### src/rtl/uart_pkg.sv
`default_nettype none
// ============================================================================
// Module      : uart_pkg
// Description : Shared UART definitions: parity-mode encodings and the bit
//               positions of the receive error vector.
// Revision    : 1.0 - initial release
// ============================================================================
package uart_pkg;

   // Parity-mode encodings carried on parity_type
   localparam logic [1:0] PAR_NONE0 = 2'b00;
   localparam logic [1:0] PAR_ODD   = 2'b01;
   localparam logic [1:0] PAR_EVEN  = 2'b10;
   localparam logic [1:0] PAR_NONE1 = 2'b11;

   // Bit positions inside the 3-bit receive error vector
   localparam int unsigned ERR_PARITY = 0;
   localparam int unsigned ERR_START  = 1;
   localparam int unsigned ERR_STOP   = 2;
   localparam int unsigned ERR_WIDTH  = 3;

endpackage : uart_pkg
`default_nettype wire

### src/rtl/uart_parity_gen.sv
`default_nettype none
// ============================================================================
// Module      : uart_parity_gen
// Description : Purely combinational parity generator. Given a payload and a
//               parity mode it returns the parity bit a correct frame would
//               carry, plus a flag saying whether parity is in use at all.
//               Shared between the receive checker and the transmit path.
// Ports       :
//    data        in   DATA_WIDTH  payload bits
//    parity_type in   2           00/11 none, 01 odd, 10 even
//    parity_out  out  1           expected parity bit (0 when disabled)
//    parity_en   out  1           1 when the mode carries a parity bit
// Revision    : 1.0 - initial release
// ============================================================================
module uart_parity_gen
   import uart_pkg::*;
#(
   parameter int DATA_WIDTH = 8
) (
   input  logic [DATA_WIDTH-1:0] data,
   input  logic [1:0]            parity_type,
   output logic                  parity_out,
   output logic                  parity_en
);

   logic data_xor;

   assign data_xor = ^data;

   always_comb begin
      parity_out = 1'b0;
      parity_en  = 1'b0;
      case (parity_type)
         PAR_EVEN: begin
            // Even mode: parity makes the total count of ones even
            parity_out = data_xor;
            parity_en  = 1'b1;
         end
         PAR_ODD: begin
            parity_out = ~data_xor;
            parity_en  = 1'b1;
         end
         PAR_NONE0, PAR_NONE1: begin
            parity_out = 1'b0;
            parity_en  = 1'b0;
         end
         default: begin
            parity_out = 1'b0;
            parity_en  = 1'b0;
         end
      endcase
   end

endmodule : uart_parity_gen
`default_nettype wire

### src/rtl/uart_rx_error_check.sv
`default_nettype none
// ============================================================================
// Module      : uart_rx_error_check
// Description : Checks one received UART frame for start, stop and parity
//               errors and registers a 3-bit error vector. Every cycle the
//               deserializer strobe is high the frame is re-evaluated; with
//               the strobe low the vector holds and the valid pulse drops.
// Ports       :
//    clock          in   1           system clock, rising edge
//    reset          in   1           synchronous active-high reset
//    recieved_flag  in   1           frame fields valid this cycle
//    parity_bit     in   1           received parity bit
//    start_bit      in   1           received start bit (0 expected)
//    stop_bit       in   1           received stop bit (1 expected)
//    parity_type    in   2           00/11 none, 01 odd, 10 even
//    raw_data       in   DATA_WIDTH  received payload
//    error_flag     out  3           [0] parity, [1] start, [2] stop error
//    error_valid    out  1           error_flag was updated this cycle
// Revision    : 1.0 - initial release
// ============================================================================
module uart_rx_error_check
   import uart_pkg::*;
#(
   parameter int DATA_WIDTH = 8
) (
   input  logic                  clock,
   input  logic                  reset,
   input  logic                  recieved_flag,
   input  logic                  parity_bit,
   input  logic                  start_bit,
   input  logic                  stop_bit,
   input  logic [1:0]            parity_type,
   input  logic [DATA_WIDTH-1:0] raw_data,
   output logic [2:0]            error_flag,
   output logic                  error_valid
);

   logic                 expected_parity;
   logic                 parity_en;
   logic [ERR_WIDTH-1:0] next_flag;

   uart_parity_gen #(
      .DATA_WIDTH (DATA_WIDTH)
   ) u_parity_gen (
      .data        (raw_data),
      .parity_type (parity_type),
      .parity_out  (expected_parity),
      .parity_en   (parity_en)
   );

   // The three error conditions are independent of each other; a frame with
   // all three set is simply reported as such.
   always_comb begin
      next_flag             = '0;
      next_flag[ERR_PARITY] = parity_en & (parity_bit != expected_parity);
      next_flag[ERR_START]  = (start_bit != 1'b0);
      next_flag[ERR_STOP]   = (stop_bit != 1'b1);
   end

   always_ff @(posedge clock) begin
      if (reset) begin
         error_flag  <= 3'b000;
         error_valid <= 1'b0;
      end else if (recieved_flag) begin
         error_flag  <= next_flag;
         error_valid <= 1'b1;
      end else begin
         error_valid <= 1'b0;
      end
   end

endmodule : uart_rx_error_check
`default_nettype wire

### config.mk
export PLATFORM = sky130hd
export DESIGN_NAME = uart_rx_error_check
export DESIGN_NICKNAME = d
export VERILOG_FILES = /design/src/rtl/uart_pkg.sv /design/src/rtl/uart_parity_gen.sv /design/src/rtl/uart_rx_error_check.sv
export SDC_FILE = /design/constraint.sdc
export NUM_CORES = 1
export LEC_CHECK = 0
export BUFFER_PORTS_ARGS = -buffer_cell sky130_fd_sc_hd__buf_2
export CORE_AREA = 2 2 39 41
export CTS_CLUSTER_DIAMETER = 120
export CTS_CLUSTER_SIZE = 20
export DETAILED_ROUTE_END_ITERATION = 7
export DIE_AREA = 0 0 41 43
export GPL_ROUTABILITY_DRIVEN = 0
export GPL_TIMING_DRIVEN = 0
export PLACE_DENSITY = 0.55
export SYNTH_ARGS = -nofsm -noshare
export SYNTH_HDL_FRONTEND = slang
export SYNTH_SLANG_ARGS = --single-unit
### constraint.sdc
create_clock -name clock -period 2.25 [get_ports clock]
set_input_delay 0.5625 -clock clock [delete_from_list [all_inputs] [get_ports clock]]
set_output_delay 0.5625 -clock clock [all_outputs]
set_load 0.05 [all_outputs]
==> impl_table.tex <==
\begin{tabular}{lr}
\hline
Metric & Value \\
\hline
\multicolumn{2}{l}{\textbf{Die}} \\
Boundary Pins & 20 \\
Initial core utilization & 18.8\% \\
Area of the core & around 1400 µm² \\
FP Rows & 14 \\
Die height & 43 µm \\
Die extent in x & slightly above 40 µm \\
Area of the die & 1760 µm² \\
\multicolumn{2}{l}{\textbf{Status}} \\
Run status & completed \\
\multicolumn{2}{l}{\textbf{Logic synthesis}} \\
Portion of the post-synthesis area used by sequential elements & 30.8\% \\
Number of warnings issued by yosys & 0 \\
Area of the mapped netlist & about 260 µm² \\
Share of the synthesized area in the top cell type & 30.8\% \\
Register bit count reported by yosys & 4 \\
Post-Synthesis Cells & 27 \\
Distinct cells, synth & 13 \\
Dominant cell type by area after synthesis & sky130\_fd\_sc\_hd\_\_dfxtp\_1 \\
Avg Cell Area, Syn & 9.64 µm² \\
Top post-synthesis cells by area & sky130\_fd\_sc\_hd\_\_dfxtp\_1 (31\%), sky130\_fd\_sc\_hd\_\_xnor2\_1 (24\%), sky130\_fd\_sc\_hd\_\_ha\_1 (9.6\%) \\
Post-Synthesis Net Count & 45 \\
\multicolumn{2}{l}{\textbf{Setup path}} \\
Startpoint type of the worst setup path & input pin \\
Worst r2r path cells & 2 \\
Critical register-to-register path endpoint & error\_flag[0] \\
Worst endpoint required time & 2.40 ns \\
Reg-to-Reg Start & error\_flag[0] \\
Arrival time of data at the critical path endpoint & 1.80 ns \\
Startpoint of the most critical setup path & parity\_type[0] \\
CP endpoint kind & flop \\
Critical path class & in2reg \\
Setup slack of the most critical reg-to-reg path & roughly 1.6 ns \\
Worst Path Max Fanout & 2 \\
\multicolumn{2}{l}{\textbf{Hold path}} \\
Worst Hold Endpoint & error\_flag[1] \\
Launch point of the worst hold path & error\_flag[1] \\
Hold Crit Class & reg2reg \\
Cell depth of the worst min-delay path & 2 \\
\multicolumn{2}{l}{\textbf{Routing}} \\
Wire length after detailed routing & 522 µm \\
Drt drc & 0 \\
Number of DRC markers after the initial detailed-route iteration & 2 \\
Average wire length per cell after detail routing & 8.03 µm \\
Via density per instance & 4.03 \\
Number of vias after detailed routing & 262 \\
Number of nets with antenna violations after detailed routing & 0 \\
Length of the first detailed-routing pass in iterations & 2 \\
\multicolumn{2}{l}{\textbf{Placed design}} \\
Cell area after placement & 375 µm² \\
Placement Setup Slack & 0.359 ns \\
Count of input and output buffers & 19 \\
Sum of net half-perimeters after detailed placement & 432 µm \\
\multicolumn{2}{l}{\textbf{Run}} \\
Number of maximum-capacitance violations & 0 \\
\multicolumn{2}{l}{\textbf{CTS}} \\
Cts-stage hold buffer count & 0 \\
TritonCTS clock tree & built \\
Clock-pin slew reported for the worst setup and hold paths after clock tree synthesis & 0.04 ns \\
CTS-repair resized insts & 0 \\
Buffers inserted during post-CTS setup optimization & 0 \\
Clk\_lat worst skew & around 0.23 ns \\
Sinks on the clock net & 4 \\
Clock buffers created by TritonCTS & 3 \\
Clock H-tree levels & 1 \\
Max clock buf depth & 2 \\
Root buffer cell & sky130\_fd\_sc\_hd\_\_clkbuf\_4 \\
\multicolumn{2}{l}{\textbf{Power}} \\
Worst supply voltage drop on vdd & 0.153 mV \\
Leakage power & 0.197 nW \\
Power Dens Cells & around 610 nW/µm² \\
Sum of internal, switching and leakage power & about 0.00024 W \\
\multicolumn{2}{l}{\textbf{Timing}} \\
Final hold violations & 0 \\
Setup repair after global routing missed its margin & no \\
Period Utilization, post-route & 73.0\% \\
Peak Freq & 609 MHz \\
Final clock skew & 0 ns \\
Crit path time final & 1.64 ns \\
Worst slew slack as a fraction of its limit & 83.5\% \\
Number of max-slew violations in the final report & 0 \\
Setup tns final & 0 ns \\
Final setup violation count & 0 \\
Setup WS post-layout & 0.607 ns \\
Measured slew at the worst slew-check pin & 0.250 ns \\
\multicolumn{2}{l}{\textbf{Final layout}} \\
Number of inserted diodes & 0 \\
Finished layout cell area & 398 µm² \\
Area growth syn-to-layout & 52.9\% \\
Leading cell type in the layout, fill and taps excluded & sky130\_fd\_sc\_hd\_\_buf\_2 \\
Fraction of layout cells with a size suffix above 1 & 46.9\% \\
\# nets final & 69 \\
Highest-count cells in the layout ignoring fill and taps & sky130\_fd\_sc\_hd\_\_buf\_2 (19), sky130\_fd\_sc\_hd\_\_xnor2\_1 (7), sky130\_fd\_sc\_hd\_\_dfxtp\_1 (4), sky130\_fd\_sc\_hd\_\_clkbuf\_4 (3) \\
\multicolumn{2}{l}{\textbf{Global routing}} \\
Global-route wire length before repair & 876 µm \\
Vias in the first global route & 269 \\
Pin count of the biggest net entering global routing & 8 \\
Overall track demand over capacity in global routing & 7.63\% \\
Overall overflow remaining after global route & 0 \\
Initial antenna violation count & 0 \\
\hline
\end{tabular}
==> Yosys cell counts <==
cell                       count
sky130_fd_sc_hd__nor2b_1       2
sky130_fd_sc_hd__nor4bb_1      1
sky130_fd_sc_hd__nand2b_1      1
sky130_fd_sc_hd__or4b_2        1
sky130_fd_sc_hd__xnor2_1       7
sky130_fd_sc_hd__a211oi_1      1
sky130_fd_sc_hd__mux2i_1       2
sky130_fd_sc_hd__inv_1         2
sky130_fd_sc_hd__nor2_1        2
sky130_fd_sc_hd__ha_1          2
sky130_fd_sc_hd__dfxtp_1       4
sky130_fd_sc_hd__o221ai_1      1
sky130_fd_sc_hd__nand2_1       1
==> state kept, by name, indices dropped and copies added, names as in the netlist <==
signal and cells:
error_valid 1, error_flag 3
==> kinds of logic after synthesis <==
group,Yosys count,synth area share [%]
compound gates,2,6.25
mux,2,7.69
flops,4,30.8
buf+inv,2,2.89
xor+xnor,7,23.6
fa+ha+maj,2,9.61
simple gates,8,19.2
==> worst max-delay path by stage <==
| stage | to | slack, ns | cells past startpoint |
|---|---|---|---|
| 3_3_place_gp | error_flag[0] | 0.37 | 5 |
| 3_5_place_dp | error_flag[0] | 0.36 | 5 |
| 6_report | error_flag[0] | 0.61 | 5 |
| 4_1_cts | error_flag[0] | 0.60 | 5 |
| 2_1_floorplan | error_flag[0] | 0.51 | 4 |
| 5_1_grt | error_flag[0] | 0.56 | 5 |
==> final cells by class <==
| cell class | instances | area [µm²] |
|---|---|---|
| Clock buffer | 3 | 22.5 |
| Fill cell | 159 | 986 |
| Sequential cell | 4 | 80.1 |
| Timing Repair Buffer | 19 | 95.1 |
| Multi-Input combinational cell | 21 | 173 |
| Tap cell | 16 | 20.0 |
| Inverter | 2 | 7.51 |
==> per-layer routing <==
layer	GRT usage [%]	share of wire, %	vias to the layer above
met2	12.5	48	12
li1	-	-	137
met3	1.57	9.8	0
met4	8.00	0	0
met5	0	0	-
met1	6.75	42	113
==> critical path, stage by stage <==
cell                       delay [ns]
sky130_fd_sc_hd__buf_2           0.09
sky130_fd_sc_hd__inv_1           0.04
sky130_fd_sc_hd__ha_1            0.29
sky130_fd_sc_hd__or4b_2          0.66
sky130_fd_sc_hd__o221ai_1        0.16
==> stage by stage <==
step / util, % / hold slack (ns) / instances
detailed placement: 27.1 / 0.492 / 62
CTS: 28.8 / 0.489 / 65
floorplan: - / 0.634 / 27
global route: 28.8 / 0.514 / 65
finish: 28.8 / 0.482 / 65
global placement: 27.1 / 0.470 / 62
==> power by group <==
part / internal (W) / total (W) / leakage, nW / switching, W
logic: 0.0000364 / 0.0000770 / 0.150 / 0.0000406
clock network: 0.0000597 / 0.0000895 / 0.0138 / 0.0000298
registers: 0.0000760 / 0.0000778 / 0.0331 / 0.00000188
total: 0.000172 / 0.000244 / 0.197 / 0.0000723
No activity file was read; power rests on OpenSTA's default activity.
